$ cat src/rtl/mole_hit_encoder_pkg.sv
// Shared constants and types for the mole switch-to-hit encoder.
package mole_pkg;

  localparam int NUM_HOLES = 9;
  localparam int IDX_W     = $clog2(NUM_HOLES);

  // One queued whack: which hole, and whether a mole was lit there.
  typedef struct packed {
    logic [IDX_W-1:0] index;
    logic             is_mole;
  } hit_event_t;

  typedef enum logic [0:0] {
    INIT = 1'b0,
    RUN  = 1'b1
  } enc_state_t;

endpackage

$ cat src/rtl/mole_hit_encoder_debounce.sv
// Per-switch 2-flop synchroniser, debounce counter and toggle pulse.
module switch_debounce #(
  parameter int DEBOUNCE_CLKS = 2500000
) (
  input  logic clk,
  input  logic reset,
  input  logic raw,
  input  logic run,
  output logic tog
);

  localparam int CNT_W = $clog2(DEBOUNCE_CLKS);
  localparam logic [CNT_W-1:0] CNT_LAST = CNT_W'(DEBOUNCE_CLKS - 1);
  localparam logic [CNT_W-1:0] CNT_ONE  = CNT_W'(1);

  logic             meta;
  logic             sync;
  logic             stable;
  logic [CNT_W-1:0] cnt;

  // Bring the asynchronous switch level into the clk domain.
  always_ff @(posedge clk or posedge reset) begin
    if (reset) begin
      meta <= 1'b0;
      sync <= 1'b0;
    end else begin
      meta <= raw;
      sync <= meta;
    end
  end

  // Outside RUN, stable tracks the value sync is about to take, so on
  // entry to RUN stable already equals sync and no spurious toggle fires.
  always_ff @(posedge clk or posedge reset) begin
    if (reset) begin
      stable <= 1'b0;
      cnt    <= '0;
      tog    <= 1'b0;
    end else begin
      tog <= 1'b0;
      if (!run) begin
        stable <= meta;
        cnt    <= '0;
      end else if (sync == stable) begin
        cnt <= '0;
      end else if (cnt == CNT_LAST) begin
        stable <= sync;
        cnt    <= '0;
        tog    <= 1'b1;
      end else begin
        cnt <= cnt + CNT_ONE;
      end
    end
  end

endmodule

$ cat src/rtl/mole_hit_encoder.sv
// Debounces hole switches, classifies each toggle against the lit moles,
// and queues hit events for the game FSM over a valid/ready handshake.
module mole_hit_encoder
  import mole_pkg::*;
#(
  parameter int NUM_HOLES     = mole_pkg::NUM_HOLES,
  parameter int DEBOUNCE_CLKS = 2500000,
  parameter int FIFO_DEPTH    = 4
) (
  input  logic                 clk,
  input  logic                 reset,
  input  logic [NUM_HOLES-1:0] switches,
  input  logic [NUM_HOLES-1:0] mole_positions,
  output logic                 hit_valid,
  input  logic                 hit_ready,
  output logic [IDX_W-1:0]     hit_index,
  output logic                 hit_is_mole,
  output logic                 overflow
);

  localparam int PTR_W = $clog2(FIFO_DEPTH);
  localparam logic [PTR_W:0] PTR_ONE = (PTR_W + 1)'(1);

  enc_state_t           state;
  logic                 init_cnt;
  logic [NUM_HOLES-1:0] tog;
  logic [NUM_HOLES-1:0] pending;
  logic [NUM_HOLES-1:0] mole_flag;
  logic [NUM_HOLES-1:0] pending_nxt;
  logic [NUM_HOLES-1:0] flag_nxt;
  logic [NUM_HOLES-1:0] sel_onehot;
  logic [IDX_W-1:0]     sel_idx;
  logic                 sel_valid;
  logic                 sel_flag;
  logic                 drop;

  hit_event_t           mem [FIFO_DEPTH];
  logic [PTR_W:0]       wr_ptr;
  logic [PTR_W:0]       rd_ptr;
  logic                 empty;
  logic                 full;
  logic                 push;
  logic                 pop;

  // Hold INIT for two cycles while the synchronisers fill, then run.
  always_ff @(posedge clk or posedge reset) begin
    if (reset) begin
      state    <= INIT;
      init_cnt <= 1'b0;
    end else if (state == INIT) begin
      init_cnt <= 1'b1;
      if (init_cnt) state <= RUN;
    end
  end

  for (genvar g = 0; g < NUM_HOLES; g++) begin : g_deb
    switch_debounce #(
      .DEBOUNCE_CLKS(DEBOUNCE_CLKS)
    ) u_deb (
      .clk  (clk),
      .reset(reset),
      .raw  (switches[g]),
      .run  (state == RUN),
      .tog  (tog[g])
    );
  end

  // Lowest-index pending hole wins the single push slot each cycle.
  always_comb begin
    sel_valid  = 1'b0;
    sel_idx    = '0;
    sel_onehot = '0;
    for (int i = NUM_HOLES - 1; i >= 0; i--) begin
      if (pending[i]) begin
        sel_valid  = 1'b1;
        sel_idx    = IDX_W'(i);
        sel_onehot = '0;
        sel_onehot[i] = 1'b1;
      end
    end
    sel_flag = |(sel_onehot & mole_flag);
  end

  assign empty = (wr_ptr == rd_ptr);
  assign full  = (wr_ptr[PTR_W] != rd_ptr[PTR_W]) &&
                 (wr_ptr[PTR_W-1:0] == rd_ptr[PTR_W-1:0]);
  assign pop   = hit_valid && hit_ready;
  assign push  = sel_valid && (!full || pop);

  // A toggle on an already-pending hole is dropped; the older event wins.
  always_comb begin
    pending_nxt = pending;
    flag_nxt    = mole_flag;
    if (push) pending_nxt = pending_nxt & ~sel_onehot;
    for (int i = 0; i < NUM_HOLES; i++) begin
      if (tog[i] && !pending[i]) begin
        pending_nxt[i] = 1'b1;
        flag_nxt[i]    = mole_positions[i];
      end
    end
    drop = |(tog & pending);
  end

  // Pending mask, captured mole flags and the sticky overflow flag.
  always_ff @(posedge clk or posedge reset) begin
    if (reset) begin
      pending   <= '0;
      mole_flag <= '0;
      overflow  <= 1'b0;
    end else begin
      pending   <= pending_nxt;
      mole_flag <= flag_nxt;
      if (drop) overflow <= 1'b1;
    end
  end

  // Event FIFO; the extra pointer bit separates full from empty.
  always_ff @(posedge clk or posedge reset) begin
    if (reset) begin
      wr_ptr <= '0;
      rd_ptr <= '0;
      for (int i = 0; i < FIFO_DEPTH; i++) mem[i] <= '0;
    end else begin
      if (push) begin
        mem[wr_ptr[PTR_W-1:0]] <= '{index: sel_idx, is_mole: sel_flag};
        wr_ptr <= wr_ptr + PTR_ONE;
      end
      if (pop) rd_ptr <= rd_ptr + PTR_ONE;
    end
  end

  assign hit_valid   = !empty;
  assign hit_index   = mem[rd_ptr[PTR_W-1:0]].index;
  assign hit_is_mole = mem[rd_ptr[PTR_W-1:0]].is_mole;

endmodule

$ cat config.mk
export PLATFORM = sky130hd
export DESIGN_NAME = mole_hit_encoder
export DESIGN_NICKNAME = d
export VERILOG_FILES = /design/src/rtl/mole_hit_encoder_pkg.sv /design/src/rtl/mole_hit_encoder_debounce.sv /design/src/rtl/mole_hit_encoder.sv
export SDC_FILE = /design/constraint.sdc
export NUM_CORES = 1
export LEC_CHECK = 0
export CORE_MARGIN = 3
export CORE_UTILIZATION = 49
export DETAILED_ROUTE_END_ITERATION = 10
export GPL_TIMING_DRIVEN = 0
export PLACE_DENSITY = 0.63
export REMOVE_ABC_BUFFERS = 1
export SLEW_MARGIN = 20
export SYNTH_ARGS = -nofsm -noshare
export SYNTH_HDL_FRONTEND = slang
export SYNTH_SLANG_ARGS = --single-unit
$ cat constraint.sdc
create_clock -name clk -period 11.75 [get_ports clk]
set_input_delay 1.175 -clock clk [delete_from_list [all_inputs] [get_ports clk]]
set_output_delay 1.175 -clock clk [all_outputs]
set_load 0.01 [all_outputs]
## After elaboration in Yosys (flattened, before gate mapping)

Index checks and enable logic that the tools add are counted.

| storage, ports and cells | value |
|---|---|
| flip-flop bits (word level) | 281 |
| input port bits | 21 |
| logic and storage cells | 306 |

| cells by class | value |
|---|---|
| add/sub/neg operators | 11 |
| magnitude comparators | 3 |
| equality and inequality tests | 39 |
| mux-type cells | 126 |
| bitwise operators | 6 |
| reductions and logical operators | 45 |

Operator list:

| operator | number |
|---|---|
| 2-to-1 mux 22 bit | 27 |
| adder 22 x 1 -> 22 bit (second input constant) | 9 |
| == test 22 bit (second input constant) | 9 |
| 2-to-1 mux 9 bit | 10 |
| 2-to-1 mux 1 bit | 74 |
| 2-to-1 mux 4 bit | 9 |
| bitwise AND 9 bit | 3 |
| bitwise mux 20 bit | 1 |
| != test 2 x 1 -> 1 bit (second input constant) | 9 |
| != test 2 bit (second input constant) | 9 |
| AND reduction 2 bit | 9 |
| nonzero test 2 bit | 9 |
| OR reduction 9 bit | 2 |
| 2-to-1 mux 5 bit | 3 |
| logical AND 1 bit | 13 |
| zero test 1 bit | 11 |
| binary-select mux 5 bit (select 2 bit) | 1 |
| demux 5 bit (select 2 bit) | 1 |
| == test 1 bit | 9 |
| inverter 9 bit | 1 |
| adder 3 x 1 -> 3 bit (second input constant) | 2 |
| >= comparator 3 bit (second input constant) | 2 |
| inverter 2 -> 3 bit | 2 |
| == test 3 bit | 1 |
| 4 further kinds | 4 |

## Depth between registers and ports, before layout

| depth | value |
|---|---|
| depth in word-level cells | 13 |
| mapped depth | 7 |
| depth with buffers taken out | 6 |

## Hierarchy

A second synthesis with hierarchy kept.

| second synthesis, totals | value |
|---|---|
| cell total of the unflattened synthesis | 1369 |
| area, all modules | 13514.2 µm² |

By module, submodules not included:

| module | instances | cells an instance | area an instance (µm²) |
|---|---|---|---|
| switch_debounce (g_deb[0].u_deb ...) | 8 | 132 | 1244.9 |
| mole_hit_encoder | 1 | 180 | 2267.2 |
| switch_debounce (g_deb[8].u_deb) | 1 | 133 | 1287.5 |

## Worst setup path after synthesis

No wires, ideal clock.

| timing | value |
|---|---|
| kind | register to output |
| from | register rd_ptr[0] |
| to | output hit_index[0] |
| arrival | 1034 ps |
| required time | 10575 ps |
| setup slack | 9541 ps |
| stages on the path, launching flop included | 3 |
| buffers on the path | 1 |
| cell sequence | dfrtp_1 -> buf_4 -> mux4_2 |

| between the ends | value |
|---|---|
| cells in the longest elaborated chain, start to end | 4 |

Ends and longest elaborated chain:

| element | line | RTL |
|---|---|---|
| start, declared | mole_hit_encoder.sv:39 | `logic [PTR_W:0] rd_ptr;` |
| start signal, assigned | mole_hit_encoder.sv:128 | `if (pop) rd_ptr <= rd_ptr + PTR_ONE;` |
| inverter 2 -> 3 bit (not written as such) | mole_hit_encoder.sv:133 | `assign hit_index = mem[rd_ptr[PTR_W-1:0]].index;` |
| binary-select mux 5 bit (select 2 bit) | mole_hit_encoder.sv:133 |  |
| 2-to-1 mux 5 bit (2 in a row) | -- |  |
| end, declared | mole_hit_encoder.sv:16 | `output logic [IDX_W-1:0] hit_index,` |

No other way between the ends. The select of a mux whose other input is x is not followed.

## Worst setup path in the final report

| timing | value |
|---|---|
| from | register rd_ptr[0] |
| to | output hit_is_mole |

| between the ends | value |
|---|---|
| cells in the longest elaborated chain, start to end | 4 |

Ends and longest elaborated chain:

| element | line | RTL |
|---|---|---|
| inverter 2 -> 3 bit (not written as such) | mole_hit_encoder.sv:134 | `assign hit_is_mole = mem[rd_ptr[PTR_W-1:0]].is_mole;` |
| binary-select mux 5 bit (select 2 bit) | mole_hit_encoder.sv:134 |  |
| 2-to-1 mux 5 bit (not written as such) (2 in a row) | mole_hit_encoder.sv:134 |  |
| end, declared | mole_hit_encoder.sv:17 | `output logic hit_is_mole,` |

No other way between the ends. The select of a mux whose other input is x is not followed.

==> metrics.txt <==
outcome finished, final reports clean; dpl ws 8340 ps; Synth Instances 1,279; crit end category output port; Tmin final 3430 ps; clock-pin slew on the worst setup and hold paths 60 ps; IO Pins 28; Clock Skew 19.4 ps; Worst Hold Endpoint g_deb[3].u_deb.sync$_DFF_PP0_; Worst VDD drop 98.7 µV; hold path cells 0; Max-Cap Viols 0; routability cong. 0.782; Max clock buf depth 3; share of cells above drive strength 1 8.23%; DR vias/cell 5.31; Wirelength per Cell 14.2 µm; max_slew headroom 28.2%; number of global-route vias before repair 8,821; RSZ-0062 raised after global routing false; Post-synth EDFFs 0; r2r setup slk 9200 ps; Initial Utilization 50.2%; syn avg cell area 10.3 µm²; ys flop type dfrtp_1; Post-CTS Setup Inserts 0; setup violators final 0; Layout Cells excl Fill 1,660; Slew Limit Fails 0; Worst Hold Launch g_deb[3].u_deb.meta$_DFF_PP0_; gr usage total 16.9%; Vias 8,808; DP HPWL 15.5 mm; worst reg2reg path depth 6; Hold WS 362 ps; PortBufs 27; Area after DPL 13,800 µm²; Critical R2R Launch g_deb[7].u_deb.cnt[0]$_DFF_PP0_; P&R area growth vs syn 11.5%; Design Power 2220 µW; commonest non-fill, non-tap cell in the layout dfrtp_1; most frequent cells in the layout dfrtp_1, nor2_1, xor2_1; drt first pass iters 5; Power Density 151 nW/µm²; DRT iter0 DRCs 471; largest net degree at the start of global routing 107; GRT busiest layer met2; fin crit share 29.2%; Hold Buf Count CTS 0; slowest CP cell dfrtp_1; fmax 0.291 GHz; met2 usage in global routing 27.3%; Setup Crit Path Kind reg2out; Final Instance Area 14,700 µm²; first-pass GRT wire length 41.8 mm; Yosys reg bits 281; Die X 170 µm; Critical Path RT 10,580 ps; Synth top area share 53.3%; htree depth 1; number of nets in the layout 1,336; die height 170 µm; met3 usage 2.51%; worst-margin pin slew 1070 ps; Crit path largest cell delay 640 ps; crit path buf inv count 1; core footprint 26,300 µm²; # placed instances 1,604; Hold WC Path Type reg2reg; Synth Warn # 0; crit-path leading delay family flip-flops; CTS resizes 0; DIE AREA 28,900 µm²; gr ovfl total 0; TritonCTS clock tree done; number of library cell types mapped by synthesis 62; Routed WL 23.6 mm; Skew-Pair Late Insertion Delay 550 ps; cell taking the most area after synthesis dfrtp_1; Cell Area, Synth 13,200 µm²; Reg2Reg Capture Point g_deb[7].u_deb.cnt[2]$_DFF_PP0_; initial antenna violation count 0; Root Driver clkbuf_16; ys async rst share 100%; CTS sink cnt 281; # DRC 0; Pleak 0.00639 µW; TritonCTS Buffers 30; Rows 59; setup ws final 8320 ps; Ant. Diodes 0; crit start category register; Critical Path AT 2260 ps; Max Fanout on Critical Path 8; Hold Vio Cnt, Final 0; sequential share of the synthesized area 53.3%; crit-path cells mux4_2 > clkdlybuf4s50_1; Global Route met1 Usage 24.3%; final antenna-violating net count 0; top cells by area, synth dfrtp_1, xor2_1, nor2_1, xnor2_1, nand3_1
flip-flops by register name, indices dropped and copies added (netlist names), 9 cells and up:
register            cells
g_deb.u_deb.cnt       198
g_deb.u_deb.meta        9
g_deb.u_deb.stable      9
g_deb.u_deb.sync        9
g_deb.u_deb.tog         9
mem                    20
mole_flag               9
pending                 9
cells in the mapped netlist (5+ instances only):
cell type    n
xnor2_1     68
a22o_1       5
xor2_1     128
nand4_1     55
and4_1      10
and3_1      28
and2_1       7
inv_1       32
clkbuf_1    13
nor2_1     258
a31oi_1      8
mux4_2       5
nand3_1     84
buf_4        8
nor4_1      22
nand2_1     78
buf_2       15
nor4_2       5
mux2i_1      8
mux2_2      22
nor2b_1      7
or2_2        6
nor3_1      26
dfrtp_1    281
a21oi_1     13
ha_1        14
nor4b_1      6
logic make-up (layout without fill, tap and decap cells):
kind of cell    after synthesis  count (layout)  share of synthesized area (%)
fa+ha+maj                    14              14                           1.33
mux                          35              35                           3.34
xor+xnor                    196             196                           13.0
compound gates               48              48                           2.50
buf+inv                      72             118                           2.54
flops                       281             281                           53.3
simple gates                633             633                           24.0
metal layers:
metal / vias up / routed length (µm)
li1: 4405 / -
met2: 83 / 10700
met3: 36 / 611
met1: 4284 / 11800
met5: - / 0
met4: 0 / 481
report_power, final:
part           internal (µW)  leakage (µW)  switching (µW)
logic                    117       0.00211             131
clock network            526      0.000477             378
registers               1020       0.00381            51.9
total                   1660       0.00639             561
worst register-to-register path: cells and delay by family (launching register included):
family / cells / cell delay [ps]
AND/OR/NAND/NOR: 5 / 1730
flip-flops: 1 / 410
adder cells (fa/ha/maj): 1 / 270
worst max path at each step:
stage	start	depth (start not counted)	slack [ps]	to
5_1_grt	rd_ptr[0]$_DFFE_PP0P_	2	8200	hit_is_mole
3_5_place_dp	hit_ready	5	8340	mem[16]$_DFFE_PP0P_
3_3_place_gp	reset	2	-810	g_deb[5].u_deb.cnt[14]$_DFF_PP0_
4_1_cts	rd_ptr[0]$_DFFE_PP0P_	2	8270	hit_is_mole
2_1_floorplan	reset	1	2820	g_deb[0].u_deb.cnt[0]$_DFF_PP0_
6_report	rd_ptr[0]$_DFFE_PP0P_	2	8320	hit_is_mole
area by class of cell:
cell class	instances	area, µm²
Multi-Input combinational cell	926	5840
Fill cell	2298	11600
Clock inverter	10	56.3
Clock buffer	46	902
Inverter	32	128
Sequential cell	281	7030
Timing Repair Buffer	30	353
Tap cell	335	419
stage by stage:
step / util [%] / TNS [ps]
finish: 56.0 / 0
detailed placement: 52.4 / 0
global route: 56.0 / 0
CTS: 56.0 / 0
floorplan: - / 0
global placement: 52.0 / -220410
Power figures use the tool's default switching activity.
